[config.mk]
export PLATFORM = sky130hd
export DESIGN_NAME = usart_tx
export DESIGN_NICKNAME = d
export VERILOG_FILES = /design/src/rtl/usart_tx.sv
export SDC_FILE = /design/constraint.sdc
export NUM_CORES = 1
export LEC_CHECK = 0
export ABC_AREA = 0
export CAP_MARGIN = 0
export CELL_PAD_IN_SITES_DETAIL_PLACEMENT = 0
export CELL_PAD_IN_SITES_GLOBAL_PLACEMENT = 1
export CORE_MARGIN = 2
export CORE_UTILIZATION = 35
export CTS_BUF_LIST = sky130_fd_sc_hd__clkbuf_8
export CTS_CLUSTER_DIAMETER = 200
export CTS_CLUSTER_SIZE = 8
export DETAILED_ROUTE_END_ITERATION = 16
export PLACE_DENSITY = 0.59
export SETUP_SLACK_MARGIN = 0.3
export SLEW_MARGIN = 15
export SYNTH_ARGS = -nofsm -noshare
export SYNTH_HDL_FRONTEND = slang
export SYNTH_SLANG_ARGS = --single-unit
export TNS_END_PERCENT = 1
[constraint.sdc]
create_clock -name comm_clock -period 3.1 [get_ports comm_clock]
set_input_delay 0.62 -clock comm_clock [delete_from_list [all_inputs] [get_ports comm_clock]]
set_output_delay 0.62 -clock comm_clock [all_outputs]
set_load 0.05 [all_outputs]
[src/rtl/usart_tx.sv]
// usart_tx
// Serial 8N1 transmitter for the USART peripheral, clocked by comm_clock only.
// Bytes arrive on a valid/ready handshake and wait in a small circular FIFO.
// Each byte leaves on tx_pin as one start bit (0), eight data bits LSB first
// and one stop bit (1). New frames only start while the far end's active-low
// clear-to-send (cts_pin) is asserted, unless USE_CTS is 0.
//
// Ports:
//   comm_clock     - single clock for all logic
//   reset          - synchronous, active-high
//   clocks_per_bit - bit period minus one, in comm_clock cycles
//   data_in        - byte to transmit
//   valid          - data_in is valid
//   ready          - FIFO can accept a byte
//   busy           - frame in progress or FIFO non-empty
//   tx_pin         - registered serial line, idle high
//   cts_pin        - clear-to-send, active low, asynchronous to comm_clock
module usart_tx #(
  parameter int FIFO_DEPTH = 4,
  parameter bit USE_CTS    = 1'b1
) (
  input  logic        comm_clock,
  input  logic        reset,
  input  logic [11:0] clocks_per_bit,
  input  logic [7:0]  data_in,
  input  logic        valid,
  output logic        ready,
  output logic        busy,
  output logic        tx_pin,
  input  logic        cts_pin
);

  localparam int PTR_W = $clog2(FIFO_DEPTH);
  localparam int CNT_W = PTR_W + 1;
  localparam logic [CNT_W-1:0] FULL_CNT = CNT_W'(FIFO_DEPTH);

  typedef enum logic [1:0] {
    IDLE,
    START,
    DATA,
    STOP
  } state_e;

  logic [7:0]       mem_q [FIFO_DEPTH];
  logic [PTR_W-1:0] wr_ptr_q;
  logic [PTR_W-1:0] rd_ptr_q;
  logic [CNT_W-1:0] count_q;

  logic             cts_meta_q;
  logic             cts_sync_q;
  logic             cts_ok;

  state_e           state_q;
  logic [11:0]      bit_len_q;
  logic [11:0]      bit_cnt_q;
  logic [2:0]       bit_idx_q;
  logic [7:0]       shift_q;
  logic             tx_q;

  logic             full;
  logic             empty;
  logic             push;
  logic             pop;
  logic             bit_end;

  // Full is taken from the registered count only, so a pop in the same cycle
  // never opens room for a push. Ready is held low while reset is asserted.
  assign full    = (count_q == FULL_CNT);
  assign empty   = (count_q == '0);
  assign ready   = !reset && !full;
  assign push    = valid && ready;
  assign cts_ok  = USE_CTS ? !cts_sync_q : 1'b1;
  assign pop     = (state_q == IDLE) && !empty && cts_ok;
  assign bit_end = (bit_cnt_q == bit_len_q);
  assign busy    = (state_q != IDLE) || !empty;
  assign tx_pin  = tx_q;

  // Two-flop synchronizer for the asynchronous cts_pin; resets to the
  // deasserted (high) level so nothing starts until CTS is seen low.
  always_ff @(posedge comm_clock) begin
    if (reset) begin
      cts_meta_q <= 1'b1;
      cts_sync_q <= 1'b1;
    end else begin
      cts_meta_q <= cts_pin;
      cts_sync_q <= cts_meta_q;
    end
  end

  // FIFO storage needs no reset; the pointers and count define what is valid.
  always_ff @(posedge comm_clock) begin
    if (push) begin
      mem_q[wr_ptr_q] <= data_in;
    end
  end

  // Pointers wrap naturally at the power-of-two depth; the count is one bit
  // wider so that full and empty are distinguishable.
  always_ff @(posedge comm_clock) begin
    if (reset) begin
      wr_ptr_q <= '0;
      rd_ptr_q <= '0;
      count_q  <= '0;
    end else begin
      if (push) begin
        wr_ptr_q <= wr_ptr_q + PTR_W'(1);
      end
      if (pop) begin
        rd_ptr_q <= rd_ptr_q + PTR_W'(1);
      end
      case ({push, pop})
        2'b10:   count_q <= count_q + CNT_W'(1);
        2'b01:   count_q <= count_q - CNT_W'(1);
        default: count_q <= count_q;
      endcase
    end
  end

  // Frame FSM. tx_q is loaded with the level of the state being entered, so
  // the line changes on the same edge as the state. bit_len is captured at
  // frame start, so clocks_per_bit changes only affect the next frame.
  always_ff @(posedge comm_clock) begin
    if (reset) begin
      state_q   <= IDLE;
      bit_len_q <= '0;
      bit_cnt_q <= '0;
      bit_idx_q <= '0;
      shift_q   <= '0;
      tx_q      <= 1'b1;
    end else begin
      case (state_q)
        IDLE: begin
          tx_q <= 1'b1;
          if (pop) begin
            shift_q   <= mem_q[rd_ptr_q];
            bit_len_q <= clocks_per_bit;
            bit_cnt_q <= '0;
            bit_idx_q <= '0;
            state_q   <= START;
            tx_q      <= 1'b0;
          end
        end
        START: begin
          if (bit_end) begin
            bit_cnt_q <= '0;
            state_q   <= DATA;
            tx_q      <= shift_q[0];
          end else begin
            bit_cnt_q <= bit_cnt_q + 12'd1;
          end
        end
        DATA: begin
          if (bit_end) begin
            bit_cnt_q <= '0;
            shift_q   <= {1'b0, shift_q[7:1]};
            bit_idx_q <= bit_idx_q + 3'd1;
            if (bit_idx_q == 3'd7) begin
              state_q <= STOP;
              tx_q    <= 1'b1;
            end else begin
              tx_q    <= shift_q[1];
            end
          end else begin
            bit_cnt_q <= bit_cnt_q + 12'd1;
          end
        end
        STOP: begin
          // Returning through IDLE gives one extra stop-level cycle between
          // back-to-back frames.
          if (bit_end) begin
            bit_cnt_q <= '0;
            state_q   <= IDLE;
            tx_q      <= 1'b1;
          end else begin
            bit_cnt_q <= bit_cnt_q + 12'd1;
          end
        end
        default: begin
          state_q <= IDLE;
          tx_q    <= 1'b1;
        end
      endcase
    end
  end

endmodule
==> results of run 1 <==
path summary, 6_finish.rpt:
| path | cells past startpoint | endpoint | start | slack [ns] |
|---|---|---|---|---|
| worst max-delay path | 5 | busy | state_q[0] | 0.53 |
| worst min-delay path | 1 | cts_sync_q | cts_meta_q | 0.44 |
| worst max register to register | 9 | count_q[2] | state_q[0] | 0.86 |
| worst min register to register | 1 | cts_sync_q | cts_meta_q | 0.44 |
per-stage QoR:
| step | total power [mW] | utilization | cell area (um2) | setup slack (ns) |
|---|---|---|---|---|
| floorplan | 1.68 | - | 3640 | 0.555 |
| global placement | 1.81 | 0.396 | 4050 | 0.351 |
| global route | 2.68 | 0.415 | 4240 | 0.378 |
| CTS | 2.58 | 0.415 | 4240 | 0.495 |
| finish | 2.53 | 0.415 | 4240 | 0.529 |
| detailed placement | 1.81 | 0.396 | 4050 | 0.310 |
power groups by stage:
stage               registers (mW)  clock network, mW  logic (mW)
finish                        1.21              0.753       0.562
CTS                           1.21              0.794       0.567
global placement              1.24                  0       0.569
detailed placement            1.24                  0       0.571
floorplan                     1.24                  0       0.443
global route                  1.22              0.834       0.628
worst reg2reg max path, cell delays in order (launching register included):
cell and delay, ns:
dfxtp_1 0.35, inv_1 0.11, ha_1 0.23, nor3b_2 0.25, ha_1 0.21, inv_1 0.06, fa_1 0.37, xor2_1 0.15
or3_1 0.30, a21oi_1 0.14
timing repair:
| action | 4_1_cts | 5_1_grt |
|---|---|---|
| buffers inserted | 0 | 0 |
| endpoints found under the setup margin | 1 | 0 |
| hold buffers | 0 | 0 |
| resized for setup | 1 | 0 |
| hold endpoints to repair | 0 | 0 |
logic make-up (layout without fill, tap and decap cells):
| family | after synthesis | after routing |
|---|---|---|
| compound gates | 43 | 43 |
| buf+inv | 24 | 58 |
| mux | 28 | 28 |
| simple gates | 85 | 85 |
| xor+xnor | 24 | 24 |
| fa+ha+maj | 14 | 14 |
| flops | 81 | 81 |
flip-flops by register name, summed over array words and instances, names as in the netlist, named ones only:
register    count
wr_ptr_q        2
state_q         2
cts_meta_q      1
rd_ptr_q        2
bit_idx_q       3
mem_q          32
tx_pin          1
bit_len_q      12
shift_q         8
bit_cnt_q      12
cts_sync_q      1
count_q         3
synth_stat cells, types with 5 or more instances:
library cell  instances  share of area
nand2_1              10          0.010
inv_1                11          0.011
dfxtp_1              49           0.27
clkbuf_1              6         0.0062
mux2i_1              19          0.052
nand3_1               5         0.0069
xor2_1               16          0.039
mux4_2                8          0.050
xnor2_1               8          0.019
edfxtp_1             32           0.26
ha_1                 13          0.045
and3_1                8          0.014
a311oi_1              6          0.014
nor3_1                9          0.012
a21oi_1              11          0.015
nor2_1               34          0.035
layout make-up:
type	instances	area [um2]
well taps	136	170
inverters	12	45.0
clock inverters	7	73.8
multi-input cells	194	1590
flip-flops and latches	81	1940
fillers	994	5990
clock buffers	9	124
repair buffers	30	299
placed cells by master (no fill, tap or decap), types with 2 or more instances in the layout:
cell type / instances
dfxtp_1: 49
nor2_1: 34
edfxtp_1: 32
clkdlybuf4s50_1: 24
mux2i_1: 19
xor2_1: 16
ha_1: 13
inv_1: 11
a21oi_1: 11
nand2_1: 10
nor3_1: 9
clkbuf_8: 9
and3_1: 8
mux4_2: 8
xnor2_1: 8
a311oi_1: 6
nand3_1: 5
o21ai_0: 4
nand4_1: 4
buf_4: 4
nor4_4: 3
a21oi_2: 3
a311oi_2: 3
inv_8: 3
and2_1: 2
o21a_1: 2
or2_2: 2
a22o_1: 2
nand4b_1: 2
clkinvlp_4: 2
metal layers:
metal  track usage  up-vias  routed length, um  share of wire
li1              -     1157                  -              -
met1         0.196     1107               3710           0.52
met2         0.204       34               3170           0.44
met3        0.0399        6                237          0.033
met4        0.0367        0                 59         0.0082
met5             0        -                  0              0
==> results.json, run 1 <==
{
  "antenna_found_initial": 0,
  "max_cap_viol_count": 0,
  "finalMaxSlewViolations": 0,
  "wirelength_um": 7180,
  "p_int_mw": 1.70,
  "synth_xor_xnor_area_share": 0.0578,
  "criticalPathCategory": "flop to output pin",
  "root_buffer": "clkbuf_8",
  "rsz0062_at_grt": "no",
  "drc": 0,
  "max_freq_mhz": 389,
  "drt-wirelength-per-cell_um": 15.3,
  "cts_buffer_depth": 2,
  "coreArea_um2": 10200,
  "synth_flop_cell": "dfxtp_1",
  "power_density_nw_per_um2": 596,
  "avgSynthCellArea_um2": 12.2,
  "ys_warn_count": 0,
  "layout-drive-gt1-share": 0.144,
  "synth_compound_area_frac": 0.0908,
  "gp_congestion": 0.745,
  "dp.cells": 453,
  "grt_pass1_vias": 2275,
  "fp-row-count": 37,
  "netlist_area_um2": 3640,
  "path_buf_inv": 3,
  "synthAdderAreaFrac": 0.0502,
  "finClkSkew_ns": 0.00949,
  "drtPass1Iterations": 4,
  "final_cells": 469,
  "slew_headroom": 0.602,
  "cp_common_cell": "inv_1",
  "slowest_stage": "dlygate4sd2_1",
  "avgViaCountPerCell": 4.91,
  "cp-end-kind": "output pin",
  "pin_count": 27,
  "hold_path.class": "flop to flop",
  "power_frac_clock": 0.298,
  "slowest_delay_ns": 0.55,
  "clock_latency_ns": 0.35,
  "async_flop_share": 0,
  "cts_buffers": 9,
  "diodes": 0,
  "cts_sinks": 81,
  "cp-start-kind": "flop",
  "grtUsageTotal": 0.137,
  "synth-simple-area-share": 0.130,
  "synthMuxAreaShare": 0.105,
  "cts_tree": "done",
  "syn_to_final_growth_pct": 16.6,
  "ys_seq_area_frac": 0.534,
  "cp.arrival_ns": 1.95,
  "crit_fanout": 5,
  "synth_top_family_by_area": "simple AND/OR/NAND/NOR gates",
  "tightest_slew_ns": 0.593,
  "ys_seq_elements": 81,
  "clk_pin_slew_ns": 0.09,
  "critPathTopFamily": "buffers and inverters",
  "vias": 2304,
  "grt_pass1_wl_um": 11800,
  "syn_nets": 337,
  "cp.required_ns": 2.48,
  "die_area_um2": 11200,
  "ir_drop_v": 0.000310,
  "combPwrFrac": 0.222,
  "synth-edff-count": 32,
  "period_minus_slack_ns": 2.57,
  "die_w_um": 106,
  "p_leak_nw": 1.57,
  "layout.nets": 366,
  "hpwl_um": 4940,
  "die_y_um": 106,
  "p_sw_mw": 0.826,
  "port_buffers": 26,
  "netlist_instances": 299,
  "post-route-period-util": 0.829,
  "setup_violations": 0,
  "p_sw_frac": 0.327,
  "crit_chain": "inv_1 > ha_1 > nor4b_2 > inv_1 > dlygate4sd2_1",
  "grt_max_degree": 41,
  "antenna_left": 0,
  "finalHoldViolations": 0,
  "status": "complete, no violations",
  "overflow": 0,
  "ys_types": 50,
  "holdWs_ns": 0.435,
  "htreeDepth": 3,
  "p_seq_frac": 0.480,
  "dr.first_iter.drc_count": 80,
  "initial_core_util": 0.356,
  "setup_tns_ns": 0
}
(Power assumes the default switching activity.)
==> run 2: changes to the inputs <==
--- a/config.mk
+++ b/config.mk
@@ -15,7 +15,7 @@
 export CTS_CLUSTER_DIAMETER = 200
 export CTS_CLUSTER_SIZE = 8
 export DETAILED_ROUTE_END_ITERATION = 16
-export PLACE_DENSITY = 0.59
+export PLACE_DENSITY = 0.62
 export SETUP_SLACK_MARGIN = 0.3
 export SLEW_MARGIN = 15
 export SYNTH_ARGS = -nofsm -noshare
==> constraint.sdc (replaced) <==
create_clock -name comm_clock -period 2.2 [get_ports comm_clock]
set_input_delay 0.44 -clock comm_clock [delete_from_list [all_inputs] [get_ports comm_clock]]
set_output_delay 0.44 -clock comm_clock [all_outputs]
set_load 0.05 [all_outputs]
==> results.json, run 2 (synthesis gave the netlist of run 1 again) <==
{
  "wirelength_um": 7050,
  "criticalPathCategory": "flop to flop",
  "cp-end-kind": "flop",
  "dr.first_iter.drc_count": 65,
  "slowest_stage": "dfxtp_2",
  "clk_pin_slew_ns": 0.09,
  "overflow": 0,
  "slowest_delay_ns": 0.34,
  "hpwl_um": 4990,
  "grt_pass1_wl_um": 11800,
  "n_fill_cell": 971,
  "grt_max_degree": 41,
  "layout.nets": 388,
  "drc": 0,
  "max_freq_mhz": 488,
  "final_cells": 491,
  "pin_count": 27,
  "setup_tns_ns": 0,
  "rsz0062_at_grt": "yes",
  "hold_path.class": "flop to flop",
  "finalInstanceArea_um2": 4480,
  "layout-drive-gt1-share": 0.242,
  "finalHoldViolations": 0,
  "max_cap_viol_count": 0,
  "antenna_left": 0,
  "p_leak_nw": 1.71,
  "clock_latency_ns": 0.37,
  "cts_tree": "done",
  "largest_reg_flops": 32,
  "drtPass1Iterations": 4,
  "port_buffers": 26,
  "period_minus_slack_ns": 2.05,
  "coreArea_um2": 10200,
  "finalMaxSlewViolations": 0,
  "cp_common_cell": "ha_4",
  "reg2regPathDepth": 9,
  "htreeDepth": 3,
  "tightest_slew_ns": 0.494,
  "layout_common_cells": "44 x dfxtp_1, 34 x nor2_1, 32 x edfxtp_1, 27 x buf_4, 24 x clkdlybuf4s50_1",
  "cts_sinks": 81,
  "die_area_um2": 11200,
  "avgViaCountPerCell": 4.82,
  "endpoint": "count_q[2]",
  "diodes": 0,
  "gp_congestion": 0.696,
  "cp.required_ns": 2.49,
  "hold_start": "cts_meta_q",
  "cts_buffers": 9,
  "rr_endpoint": "count_q[2]",
  "holdWs_ns": 0.418,
  "grt_pass1_vias": 2339,
  "power_density_nw_per_um2": 841,
  "status": "complete, no violations",
  "root_buffer": "clkbuf_8",
  "crit_chain": "inv_2 > ha_4 > nor3b_4 > ha_4 > inv_1 > fa_2 > xor2_1 > or3_1 > a21oi_2",
  "cp.arrival_ns": 2.34,
  "initial_core_util": 0.356,
  "grtUsageTotal": 0.135,
  "power_mw": 3.77,
  "post-route-period-util": 0.931,
  "drt-wirelength-per-cell_um": 14.4,
  "slew_headroom": 0.668,
  "cp-start-kind": "flop",
  "dp.cells": 469,
  "setup_violations": 0,
  "syn_to_final_growth_pct": 23.1,
  "crit_path_start": "state_q[0]",
  "vias": 2367,
  "die_w_um": 106,
  "antenna_found_initial": 0,
  "die_y_um": 106,
  "cts_buffer_depth": 2,
  "layout_commonest_cell": "dfxtp_1",
  "top_regs": "mem_q: 32 flops, bit_cnt_q: 12 flops, bit_len_q: 12 flops",
  "holdPathStages": 1,
  "worstReg2RegStart": "state_q[0]",
  "regMostFlops": "mem_q",
  "finClkSkew_ns": 0.0183,
  "place_area_um2": 4210,
  "fp-row-count": 37,
  "r2r_slack_ns": 0.15,
  "holdBufCountCts": 0,
  "ir_drop_v": 0.000292,
  "crit_fanout": 3
}
==> run 2: changes by cell type in the layout (fill, tap and decap cells not counted), sizes merged <==
cell	before	now
buf	5	28
clkinv	1	2
clkinvlp	2	0
dlygate4sd2	1	0
inv	16	17
==> run 2: cell type report <==
class,instances,area [um2],share of cell area
clock inverters,7,76.3,0.0170
multi-input cells,194,1650,0.368
clock buffers,9,124,0.0277
flip-flops and latches,81,1950,0.435
repair buffers,52,463,0.103
well taps,136,170,0.0380
inverters,12,47.5,0.0106
==> run 2: per-layer routing <==
metal,share of wire,global-route usage,vias up
met5,0,0,-
met4,0.020,0.0630,0
met3,0.026,0.0258,12
met2,0.43,0.197,27
met1,0.53,0.194,1124
li1,-,-,1204
==> run 2: per-stage QoR <==
stage | setup WS, ns | util
global placement | -0.149 | 0.411
finish | 0.152 | 0.438
detailed placement | -0.188 | 0.411
global route | 0.0797 | 0.438
CTS | 0.174 | 0.436
floorplan | 0.0845 | -
==> run 2: critical path: cells and delay by family, from the launching register on <==
family	cells	cell delay, ns
adders and majority gates	3	0.66
AOI/OAI and AO/OA	1	0.11
xor gates and xnor gates	1	0.15
DFF	1	0.34
and+or+nand+nor	2	0.59
buffers and inverters	2	0.12
==> run 2: worst min path at each step <==
stage	to	slack, ns
global placement	cts_sync_q	0.39
global route	cts_sync_q	0.43
CTS	cts_sync_q	0.42
detailed placement	cts_sync_q	0.40
finish	cts_sync_q	0.42
floorplan	cts_sync_q	0.39
==> run 2: report_power, final <==
| part | internal, mW | leakage (nW) | switching [mW] |
|---|---|---|---|
| Clock | 0.453 | 0.103 | 0.652 |
| Combinational | 0.422 | 0.914 | 0.530 |
| Sequential | 1.65 | 0.690 | 0.0599 |
==> run 2: what timing repair did <==
action / CTS / global route
endpoints found under the setup margin: 10 / 27
hold endpoints to repair: 0 / 0
resized for setup: 4 / 2
buffers inserted: 5 / 1
pin swaps: 2 / 1
==> run 3: changes to the inputs <==
--- a/config.mk
+++ b/config.mk
@@ -13,8 +13,8 @@
 export CORE_UTILIZATION = 35
 export CTS_BUF_LIST = sky130_fd_sc_hd__clkbuf_8
 export CTS_CLUSTER_DIAMETER = 200
-export CTS_CLUSTER_SIZE = 8
 export DETAILED_ROUTE_END_ITERATION = 16
+export GPL_TIMING_DRIVEN = 0
 export PLACE_DENSITY = 0.62
 export SETUP_SLACK_MARGIN = 0.3
 export SLEW_MARGIN = 15
==> results.json, run 3 (synthesis gave the netlist of run 1 again) <==
{
  "regMostFlops": "mem_q",
  "hold_start": "cts_meta_q",
  "setup_tns_ns": 0,
  "cts_tree": "done",
  "cts_buffer_depth": 2,
  "layout_common_cells": "43 x dfxtp_1, 34 x nor2_1, 32 x edfxtp_1, 22 x clkdlybuf4s50_1, 19 x mux2i_1",
  "cp_common_cell": "ha_4",
  "layout-drive-gt1-share": 0.266,
  "crit_fanout": 4,
  "worstReg2RegStart": "state_q[1]",
  "grtUsageTotal": 0.149,
  "finClkSkew_ns": 0.0112,
  "antenna_found_initial": 0,
  "layout.nets": 379,
  "vias": 2401,
  "tightest_slew_ns": 0.571,
  "clk_pin_slew_ns": 0.09,
  "max_freq_mhz": 464,
  "htreeDepth": 3,
  "antenna_left": 0,
  "slew_headroom": 0.620,
  "dp.cells": 461,
  "r2r_slack_ns": 0.05,
  "avgViaCountPerCell": 4.98,
  "cts_sinks": 81,
  "finalHoldViolations": 0,
  "p_seq_frac": 0.438,
  "path_buf_inv": 4,
  "critPathTopFamily": "adder cells",
  "cp-end-kind": "flop",
  "slowest_delay_ns": 0.37,
  "pin_count": 27,
  "ir_drop_v": 0.000334,
  "combPwrFrac": 0.300,
  "finalMaxSlewViolations": 0,
  "rsz0062_at_grt": "yes",
  "cts_buffers": 9,
  "die_y_um": 106,
  "dr.first_iter.drc_count": 68,
  "wirelength_um": 7860,
  "die_w_um": 106,
  "setup_ws_ns": 0.0468,
  "finalInstanceArea_um2": 4580,
  "overflow": 0,
  "drt-wirelength-per-cell_um": 16.3,
  "port_buffers": 26,
  "rr_endpoint": "count_q[2]",
  "cp.arrival_ns": 2.44,
  "grt_pass1_vias": 2490,
  "power_frac_clock": 0.262,
  "holdWs_ns": 0.424,
  "setup_violations": 0,
  "top_regs": "mem_q: 32 flops, bit_cnt_q: 12 flops, bit_len_q: 12 flops",
  "hold_path.class": "flop to flop",
  "reg2regPathDepth": 11,
  "p_int_mw": 2.59,
  "p_leak_nw": 1.68,
  "layout_commonest_cell": "dfxtp_1",
  "hold_path_end": "cts_sync_q",
  "coreArea_um2": 10200,
  "crit_chain": "inv_4 > ha_4 > nor3b_4 > buf_6 > buf_12 > ha_4 > inv_2 > fa_2 > xor2_1 > or3_1 > a21oi_2",
  "hpwl_um": 5360,
  "holdBufCountCts": 0,
  "largest_reg_flops": 32,
  "period_minus_slack_ns": 2.15,
  "p_sw_frac": 0.341,
  "clock_latency_ns": 0.36,
  "post-route-period-util": 0.979,
  "grt_max_degree": 17,
  "cp-start-kind": "flop",
  "criticalPathCategory": "flop to flop",
  "drc": 0,
  "pre_cts_slack_ns": -0.438,
  "syn_to_final_growth_pct": 25.8,
  "diodes": 0,
  "place_area_um2": 4140,
  "grt_pass1_wl_um": 12700,
  "die_area_um2": 11200,
  "status": "complete, no violations",
  "slowest_stage": "dfxtp_4",
  "max_cap_viol_count": 0,
  "p_sw_mw": 1.34,
  "gp_congestion": 0.730,
  "initial_core_util": 0.356,
  "holdPathStages": 1,
  "drtPass1Iterations": 4,
  "final_cells": 482,
  "fp-row-count": 37,
  "root_buffer": "clkbuf_8",
  "power_density_nw_per_um2": 858,
  "cp.required_ns": 2.49
}
## run 3: cell count changes in the layout (fill, tap and decap cells not counted), moves of 2 or more
cell             before  now
buf_4                27    5
a21oi_4               0    4
clkbuf_1              0    4
a21oi_1               9    6
a311oi_1              6    3
a311oi_2              3    6
buf_6                 0    3
clkbuf_4              0    2
clkdlybuf4s50_1      24   22
clkinv_4              1    3
clkinvlp_4            0    2
inv_8                 3    1
## run 3: worst max path at each step
stage	endpoint	startpoint	cells after the start	slack, ns
6_report	count_q[2]	state_q[1]	11	0.05
5_1_grt	count_q[2]	state_q[1]	11	-0.05
4_1_cts	count_q[2]	state_q[1]	11	0.04
3_5_place_dp	count_q[2]	reset	10	-0.44
3_3_place_gp	count_q[2]	reset	10	-0.43
2_1_floorplan	count_q[2]	state_q[1]	11	0.08
## run 3: metal layers
metal	up-vias	routed length, um	track usage
met1	1190	3930	0.205
met3	6	183	0.0343
met2	21	3650	0.227
met5	-	0	0
li1	1184	-	-
met4	0	98	0.0620
## run 3: worst register-to-register path, delay by kind of cell (launching register included)
| family | cells | cell delay, ns |
|---|---|---|
| compound gates | 1 | 0.11 |
| buf+inv | 4 | 0.33 |
| fa+ha+maj | 3 | 0.61 |
| simple gates | 2 | 0.50 |
| xor+xnor | 1 | 0.15 |
| flops | 1 | 0.37 |
## run 3: cell type report
type,instances,area [um2]
fill,963,5660
clock inverter,7,56.3
clock buffer,9,124
buffer,12,106
inverter,12,52.6
sequential,81,1950
timing repair buffer,31,302
multi-input combinational,194,1810
tap,136,170
## run 3: timing repair
item	4_1_cts	5_1_grt
resized for setup	16	54
setup endpoints to repair	46	29
buffers inserted	5	0
pin swaps	1	26
## run 3: stage by stage
step | utilization | power, mW
6_report | 0.447 | 3.93
2_1_floorplan | - | 2.40
4_1_cts | 0.428 | 3.74
5_1_grt | 0.447 | 4.13
3_5_place_dp | 0.404 | 2.66
3_3_place_gp | 0.404 | 2.65
## run 3: power by group through the flow
stage                     registers, mW  clock network [mW]  logic, mW
after global placement             1.75                   0      0.906
after floorplan                    1.75                   0      0.647
final                              1.72                1.03       1.18
after global routing               1.73                1.12       1.28
after CTS                          1.71                1.06      0.967
after detailed placement           1.75                   0      0.910
